===== config.mk =====
export PLATFORM = sky130hd
export DESIGN_NAME = regfile_mp_flat
export DESIGN_NICKNAME = d
export VERILOG_FILES = /design/src/rtl/cpu_pkg.sv /design/src/rtl/regfile_mp_if.sv /design/src/rtl/regfile_rd_port.sv /design/src/rtl/regfile_mp.sv /design/src/flat_wrapper.sv
export SDC_FILE = /design/constraint.sdc
export NUM_CORES = 2
export LEC_CHECK = 0
export CAP_MARGIN = 30
export CORE_MARGIN = 2
export CORE_UTILIZATION = 35
export CTS_BUF_LIST = sky130_fd_sc_hd__clkbuf_4 sky130_fd_sc_hd__clkbuf_8 sky130_fd_sc_hd__clkbuf_16
export CTS_CLUSTER_DIAMETER = 40
export DETAILED_ROUTE_END_ITERATION = 10
export GPL_TIMING_DRIVEN = 0
export PLACE_DENSITY = 0.55
export SYNTH_ARGS = -nofsm -noshare
export SYNTH_HDL_FRONTEND = slang
export SYNTH_HIERARCHICAL = 1
export SYNTH_SLANG_ARGS = --single-unit

===== constraint.sdc =====
create_clock -name clk_i -period 50.9 [get_ports clk_i]
set_input_delay 10.18 -clock clk_i [delete_from_list [all_inputs] [get_ports clk_i]]
set_output_delay 10.18 -clock clk_i [all_outputs]
set_load 0.05 [all_outputs]

===== src/rtl/cpu_pkg.sv =====
// Shared pipeline defaults and the address-width helper used across the CPU datapath.
package cpu_pkg;

  localparam int DATA_W_DEF = 32;
  localparam int DEPTH_DEF  = 32;

  // Ceiling log2; returns 0 for value <= 1.
  function automatic int clog2(input int value);
    int result;
    int v;
    result = 0;
    v      = value - 1;
    while (v > 0) begin
      result = result + 1;
      v      = v >> 1;
    end
    return result;
  endfunction

endpackage


===== src/rtl/regfile_mp_if.sv =====
// Bus bundle for the multi-port register file: read ports, write port and busy-set port.
interface regfile_mp_if
  import cpu_pkg::*;
#(
  parameter int DATA_W   = DATA_W_DEF,
  parameter int DEPTH    = DEPTH_DEF,
  parameter int RD_PORTS = 2
);
  localparam int AW = clog2(DEPTH);

  logic [RD_PORTS-1:0]        rd_en_i;
  logic [RD_PORTS*AW-1:0]     rd_addr_i;
  logic [RD_PORTS*DATA_W-1:0] rd_data_o;
  logic [RD_PORTS-1:0]        rd_busy_o;
  logic                       wr_en_i;
  logic [AW-1:0]              wr_addr_i;
  logic [DATA_W-1:0]          wr_data_i;
  logic                       busy_set_i;
  logic [AW-1:0]              busy_addr_i;

  modport master (
    output rd_en_i, rd_addr_i, wr_en_i, wr_addr_i, wr_data_i, busy_set_i, busy_addr_i,
    input  rd_data_o, rd_busy_o
  );

  modport slave (
    input  rd_en_i, rd_addr_i, wr_en_i, wr_addr_i, wr_data_i, busy_set_i, busy_addr_i,
    output rd_data_o, rd_busy_o
  );
endinterface


===== src/rtl/regfile_rd_port.sv =====
// One registered read port: write/busy forwarding against the same-edge update, then output registers.
module regfile_rd_port #(
  parameter int DATA_W = 32,
  parameter int AW     = 5
) (
  input  logic              clk_i,
  input  logic              rst_i,
  input  logic              rd_en_i,
  input  logic [AW-1:0]     rd_addr_i,
  input  logic [DATA_W-1:0] mem_data_i,
  input  logic              mem_busy_i,
  input  logic              wr_en_i,
  input  logic [AW-1:0]     wr_addr_i,
  input  logic [DATA_W-1:0] wr_data_i,
  input  logic              busy_set_i,
  input  logic [AW-1:0]     busy_addr_i,
  output logic [DATA_W-1:0] rd_data_o,
  output logic              rd_busy_o
);
  logic [DATA_W-1:0] rd_data_reg, rd_data_next;
  logic              rd_busy_reg, rd_busy_next;
  logic              wr_hit, set_hit;

  // Write/busy enables arrive already gated for the hardwired-zero register.
  assign wr_hit  = wr_en_i    && (wr_addr_i   == rd_addr_i);
  assign set_hit = busy_set_i && (busy_addr_i == rd_addr_i);

  always_comb begin
    rd_data_next = rd_data_reg;
    rd_busy_next = rd_busy_reg;
    if (rd_en_i) begin
      rd_data_next = wr_hit ? wr_data_i : mem_data_i;
      // Post-edge busy view: a new producer outranks the write that retires the old one.
      if (set_hit)
        rd_busy_next = 1'b1;
      else if (wr_hit)
        rd_busy_next = 1'b0;
      else
        rd_busy_next = mem_busy_i;
    end
  end

  always_ff @(posedge clk_i or posedge rst_i) begin
    if (rst_i) begin
      rd_data_reg <= '0;
      rd_busy_reg <= 1'b0;
    end else begin
      rd_data_reg <= rd_data_next;
      rd_busy_reg <= rd_busy_next;
    end
  end

  assign rd_data_o = rd_data_reg;
  assign rd_busy_o = rd_busy_reg;
endmodule


===== src/rtl/regfile_mp.sv =====
// Multi-port register file with per-register busy scoreboard; storage and busy vector live here.
module regfile_mp
  import cpu_pkg::*;
#(
  parameter int DATA_W   = DATA_W_DEF,
  parameter int DEPTH    = DEPTH_DEF,
  parameter int RD_PORTS = 2,
  parameter int ZERO_REG = 1
) (
  input  logic         clk_i,
  input  logic         rst_i,
  regfile_mp_if.slave  bus
);
  localparam int AW = clog2(DEPTH);

  generate
    if (DEPTH < 2 || (1 << AW) != DEPTH) begin : g_bad_depth
      $error("regfile_mp: DEPTH must be a power of two and at least 2");
    end
    if (RD_PORTS < 1 || RD_PORTS > 4) begin : g_bad_ports
      $error("regfile_mp: RD_PORTS must be in 1..4");
    end
  endgenerate

  logic [DATA_W-1:0] mem_reg [DEPTH];
  logic [DEPTH-1:0]  busy_reg;
  logic              wr_go;
  logic              bset_go;

  // Register 0 swallows writes and busy sets so it always reads as an idle zero.
  assign wr_go   = bus.wr_en_i    && !((ZERO_REG != 0) && (bus.wr_addr_i   == '0));
  assign bset_go = bus.busy_set_i && !((ZERO_REG != 0) && (bus.busy_addr_i == '0));

  always_ff @(posedge clk_i or posedge rst_i) begin
    if (rst_i) begin
      for (int i = 0; i < DEPTH; i++)
        mem_reg[i] <= '0;
    end else if (wr_go) begin
      mem_reg[bus.wr_addr_i] <= bus.wr_data_i;
    end
  end

  // The set is issued after the clear so a same-address set wins.
  always_ff @(posedge clk_i or posedge rst_i) begin
    if (rst_i) begin
      busy_reg <= '0;
    end else begin
      if (wr_go)
        busy_reg[bus.wr_addr_i] <= 1'b0;
      if (bset_go)
        busy_reg[bus.busy_addr_i] <= 1'b1;
    end
  end

  generate
    for (genvar gi = 0; gi < RD_PORTS; gi++) begin : g_rd_port
      logic [AW-1:0]     port_addr;
      logic [DATA_W-1:0] port_data;
      logic              port_busy;

      assign port_addr = bus.rd_addr_i[gi*AW +: AW];

      regfile_rd_port #(
        .DATA_W (DATA_W),
        .AW     (AW)
      ) u_rd_port (
        .clk_i       (clk_i),
        .rst_i       (rst_i),
        .rd_en_i     (bus.rd_en_i[gi]),
        .rd_addr_i   (port_addr),
        .mem_data_i  (mem_reg[port_addr]),
        .mem_busy_i  (busy_reg[port_addr]),
        .wr_en_i     (wr_go),
        .wr_addr_i   (bus.wr_addr_i),
        .wr_data_i   (bus.wr_data_i),
        .busy_set_i  (bset_go),
        .busy_addr_i (bus.busy_addr_i),
        .rd_data_o   (port_data),
        .rd_busy_o   (port_busy)
      );

      assign bus.rd_data_o[gi*DATA_W +: DATA_W] = port_data;
      assign bus.rd_busy_o[gi]                  = port_busy;
    end
  endgenerate
endmodule


===== src/flat_wrapper.sv =====
// flat-port wrapper written by rule: the top's interface ports become plain ports
module regfile_mp_flat import cpu_pkg::*;
#(
  parameter int DATA_W   = DATA_W_DEF,
  parameter int DEPTH    = DEPTH_DEF,
  parameter int RD_PORTS = 2,
  parameter int ZERO_REG = 1
)
  (clk_i, rst_i, bus_rd_en_i, bus_rd_addr_i, bus_wr_en_i, bus_wr_addr_i, bus_wr_data_i, bus_busy_set_i, bus_busy_addr_i, bus_rd_data_o, bus_rd_busy_o);
  regfile_mp_if #(.DATA_W(DATA_W), .DEPTH(DEPTH), .RD_PORTS(RD_PORTS)) bus_i ();
  input  logic clk_i;
  input  logic rst_i;
  input wire logic [$bits(bus_i.rd_en_i)-1:0] bus_rd_en_i;
  input wire logic [$bits(bus_i.rd_addr_i)-1:0] bus_rd_addr_i;
  input wire logic [$bits(bus_i.wr_en_i)-1:0] bus_wr_en_i;
  input wire logic [$bits(bus_i.wr_addr_i)-1:0] bus_wr_addr_i;
  input wire logic [$bits(bus_i.wr_data_i)-1:0] bus_wr_data_i;
  input wire logic [$bits(bus_i.busy_set_i)-1:0] bus_busy_set_i;
  input wire logic [$bits(bus_i.busy_addr_i)-1:0] bus_busy_addr_i;
  output wire logic [$bits(bus_i.rd_data_o)-1:0] bus_rd_data_o;
  output wire logic [$bits(bus_i.rd_busy_o)-1:0] bus_rd_busy_o;
  assign bus_i.rd_en_i = bus_rd_en_i;
  assign bus_i.rd_addr_i = bus_rd_addr_i;
  assign bus_i.wr_en_i = bus_wr_en_i;
  assign bus_i.wr_addr_i = bus_wr_addr_i;
  assign bus_i.wr_data_i = bus_wr_data_i;
  assign bus_i.busy_set_i = bus_busy_set_i;
  assign bus_i.busy_addr_i = bus_busy_addr_i;
  assign bus_rd_data_o = bus_i.rd_data_o;
  assign bus_rd_busy_o = bus_i.rd_busy_o;
  regfile_mp #(.DATA_W(DATA_W), .DEPTH(DEPTH), .RD_PORTS(RD_PORTS), .ZERO_REG(ZERO_REG)) u_core (.clk_i(clk_i), .rst_i(rst_i), .bus(bus_i));
endmodule

==> flow_metrics.env <==
export IMPL_outcome="complete, no violations"
export IMPL_worst_path_max_delay_cell="nor2_1"
export IMPL_route_detailed_drc=0
export IMPL_min_from="u_core/mem_reg[1015]$_DFFE_PP0P_"
export IMPL_ir_drop_uv=34.4
export IMPL_crit_fanout=10
export IMPL_wire_per_inst_um=34.9
export IMPL_yosysSeqAreaShare_pct=46.1
export IMPL_setup_viol=0
export IMPL_fin_cells=8059
export IMPL_tightest_slew_ns=1.15
export IMPL_pwr_density_cell_mw_per_mm2=43.0
export IMPL_io_buffers=123
export IMPL_worstSkewPairLatency_ns=0.82
export IMPL_antenna_found_initial=9
export IMPL_hold_violations=0
export IMPL_internal_power_w=0.00217
export IMPL_ant_nets=0
export IMPL_rsz0062_at_grt="false"
export IMPL_cts_repair_resized=0
export IMPL_row_count=153
export IMPL_wl_um=282000
export IMPL_grtUsageTotal_pct=30.9
export IMPL_ys_top_cells_by_count="dfrtp_1 (1,122), mux2i_1 (1,054), mux2_2 (863), clkbuf_1 (271), a21oi_1 (234)"
export IMPL_fin_crit_ns=13.73
export IMPL_synth_cell_types=48
export IMPL_cts_hold_buffers=0
export IMPL_synth_most_common_cell="dfrtp_1"
export IMPL_numCtsBuffers=181
export IMPL_cts_buffer_depth=3
export IMPL_yosysTopAreaCell="dfrtp_1"
export IMPL_max_freq_ghz=0.0728
export IMPL_synthTopCellsByArea="dfrtp_1 (46%), mux2i_1 (17%), mux2_2 (16%), a22oi_1 (2.4%), mux2_1 (2.4%)"
export IMPL_r2r_start="u_core/mem_reg[986]$_DFFE_PP0P_"
export IMPL_place_ws_ns=36.56
export IMPL_ios=124
export IMPL_worst_path_buf_inv=4
export IMPL_tns_ns=0
export IMPL_relSlewSlack_pct=23.1
export IMPL_skew_ns=0.0215
export IMPL_cts_sinks=1122
export IMPL_p_total_w=0.00313
export IMPL_critical_path_arrival_ns=14.40
export IMPL_reg2reg_slack_ns=48.49
export IMPL_fillCellCount=16595
export IMPL_fp_dieH_um=421
export IMPL_maxSlewViolCount=0
export IMPL_cts_tree="done"
export IMPL_grt_max_degree=126
export IMPL_seqCellArea_mm2=0.0281
export IMPL_clk_pin_slew_ns=0.06
export IMPL_critPathTopFamily="buffers and inverters"
export IMPL_synthFlopType="dfrtp_1"
export IMPL_dp_hpwl_um=215000
export IMPL_finalCritPeriodShare_pct=27.0
export IMPL_cts_root_buf="clkbuf_16"
export IMPL_syn_nets=5259
export IMPL_syn_area_per_cell_um2=11.7
export IMPL_gr_total_overflow=0
export IMPL_start_util_pct=35.1
export IMPL_cp_cell_sequence="clkdlybuf4s50_1 -> nor2_1 -> clkbuf_1 -> buf_8 -> clkbuf_1 -> a22oi_1 -> nand3_1 -> nand3_1 -> o21ai_1 -> a31oi_1"
export IMPL_vias_per_cell=6.09
export IMPL_combPwrFrac_pct=18.9
export IMPL_synth_edf_count=0
export IMPL_synth_top_cell_area_share_pct=46.1
export IMPL_startpoint_type="input pin"
export IMPL_hold_path_depth=1
export IMPL_fin_util_pct=41.9
export IMPL_syn_inst=5201
export IMPL_cts_setup_buffers=0
export IMPL_min_path_type="reg2reg"
export IMPL_largest_reg_flops=1024
export IMPL_drt_pass1_iterations=5
export IMPL_placed_cells=7707
export IMPL_drive_gt1_share_pct=27.0
export IMPL_gp_congestion=1.02
export IMPL_min_to="u_core/mem_reg[1015]$_DFFE_PP0P_"
export IMPL_yosysWarnings=6
export IMPL_slowest_delay_ns=0.84
export IMPL_finalWorstSetupSlack_ns=37.17
export IMPL_nets=5632
export IMPL_area_growth_syn_to_layout_pct=19.5
export IMPL_coreArea_mm2=0.173
export IMPL_die_area_mm2=0.177
export IMPL_async_flop_share_pct=100
export IMPL_cap_violations=0
export IMPL_synthesis_area_mm2=0.0609
export IMPL_leakagePower_nw=33.6
export IMPL_reg2regPathDepth=7
export IMPL_grt_pass1_wl_um=386000
export IMPL_crit_type="in2reg"
export IMPL_required_ns=51.56
export IMPL_multi_input_area_mm2=0.0302
export IMPL_vias=49079
export IMPL_power_frac_clock_pct=42.7
export IMPL_drtIter0Drc=5702
export IMPL_ys_ff_latch=1122
export IMPL_die_w_um=421
export IMPL_p_sw_w=0.000960
export IMPL_htree_num_levels=4
export IMPL_pwr_share_seq_pct=38.4
export IMPL_grt_pass1_vias=48412
export IMPL_r2r_end="u_core/g_rd_port[1].u_rd_port/rd_data_o[26]$_DFFE_PP0P_"
export IMPL_endpoint_kind="register"
export IMPL_sw_frac_of_total_pct=30.7
## per-stage QoR
stage	hold slack [ns]	instance area (um2)
finish	0.476	72700
global route	0.497	72700
CTS	0.480	72600
detailed placement	0.467	66000
global placement	0.461	65000
floorplan	0.449	60900
## logic make-up after synthesis
| family | share of synthesized area [%] |
|---|---|
| AO/OA/AOI/OAI | 8.64 |
| buffers and inverters | 4.19 |
| AND/OR/NAND/NOR | 5.08 |
| flip-flops | 46.1 |
| multiplexers | 35.7 |
| XOR/XNOR | 0.288 |
## area by class of cell
class	count	share of cell area, %
Multi-Input combinational cell	3523	41.6
Sequential cell	1122	38.6
Clock buffer	217	6.87
Tap cell	2325	4.00
Buffer	542	3.44
Timing Repair Buffer	190	3.21
Clock inverter	122	2.19
Inverter	14	0.0826
Antenna cell	4	0.0138
## power by group through the flow
stage | sequential [W] | clock, W | combinational [W]
final | 0.00120 | 0.00134 | 0.000590
after detailed placement | 0.00121 | 0 | 0.000577
after floorplan | 0.00119 | 0 | 0.000374
after CTS | 0.00120 | 0.00135 | 0.000579
after global routing | 0.00122 | 0.00139 | 0.000622
after global placement | 0.00121 | 0 | 0.000558
## worst max path at each step
stage	start	end	cells after the start
6_report	bus_rd_addr_i[6]	u_core/g_rd_port[1].u_rd_port/rd_data_o[27]$_DFFE_PP0P_	10
5_1_grt	bus_rd_addr_i[5]	u_core/g_rd_port[1].u_rd_port/rd_data_o[26]$_DFFE_PP0P_	11
4_1_cts	bus_rd_addr_i[5]	u_core/g_rd_port[1].u_rd_port/rd_data_o[26]$_DFFE_PP0P_	11
3_5_place_dp	bus_rd_addr_i[1]	u_core/g_rd_port[0].u_rd_port/rd_data_o[0]$_DFFE_PP0P_	11
3_3_place_gp	rst_i	u_core/mem_reg[792]$_DFFE_PP0P_	2
2_1_floorplan	rst_i	u_core/busy_reg[0]$_DFF_PP0_	1
## routing by layer
| metal | GRT usage, % | vias to the layer above | share of wire (%) |
|---|---|---|---|
| met3 | 6.43 | 782 | 8.7 |
| met5 | 0 | - | 0.0046 |
| met2 | 44.9 | 2747 | 42 |
| met4 | 23.6 | 2 | 8.7 |
| met1 | 40.3 | 25569 | 40 |
| li1 | - | 19979 | - |
## cells in the final DEF (no fill, tap or decap), types with 6 or more instances in the layout
cell type	n
a31oi_1	132
clkdlybuf4s50_1	123
inv_8	7
buf_6	20
xor2_1	8
inv_6	32
nor3_1	68
clkinv_4	24
buf_16	11
clkinvlp_4	15
buf_1	22
mux2_1	129
clkbuf_1	271
a22o_1	143
o21ai_0	57
a21oi_1	234
clkbuf_8	17
bufinv_16	26
clkinv_2	15
xnor2_1	12
o22ai_1	10
buf_2	200
nor2b_1	8
clkbuf_4	14
mux2i_1	1054
nor2_2	9
inv_1	11
nand2_1	219
nand2b_1	7
clkbuf_16	186
nand3_1	229
a22oi_1	198
o21ai_1	22
dfrtp_1	1122
nor2_1	74
clkbuf_2	6
mux2_2	863
buf_4	33
buf_8	44
(Power assumes the default switching activity.)
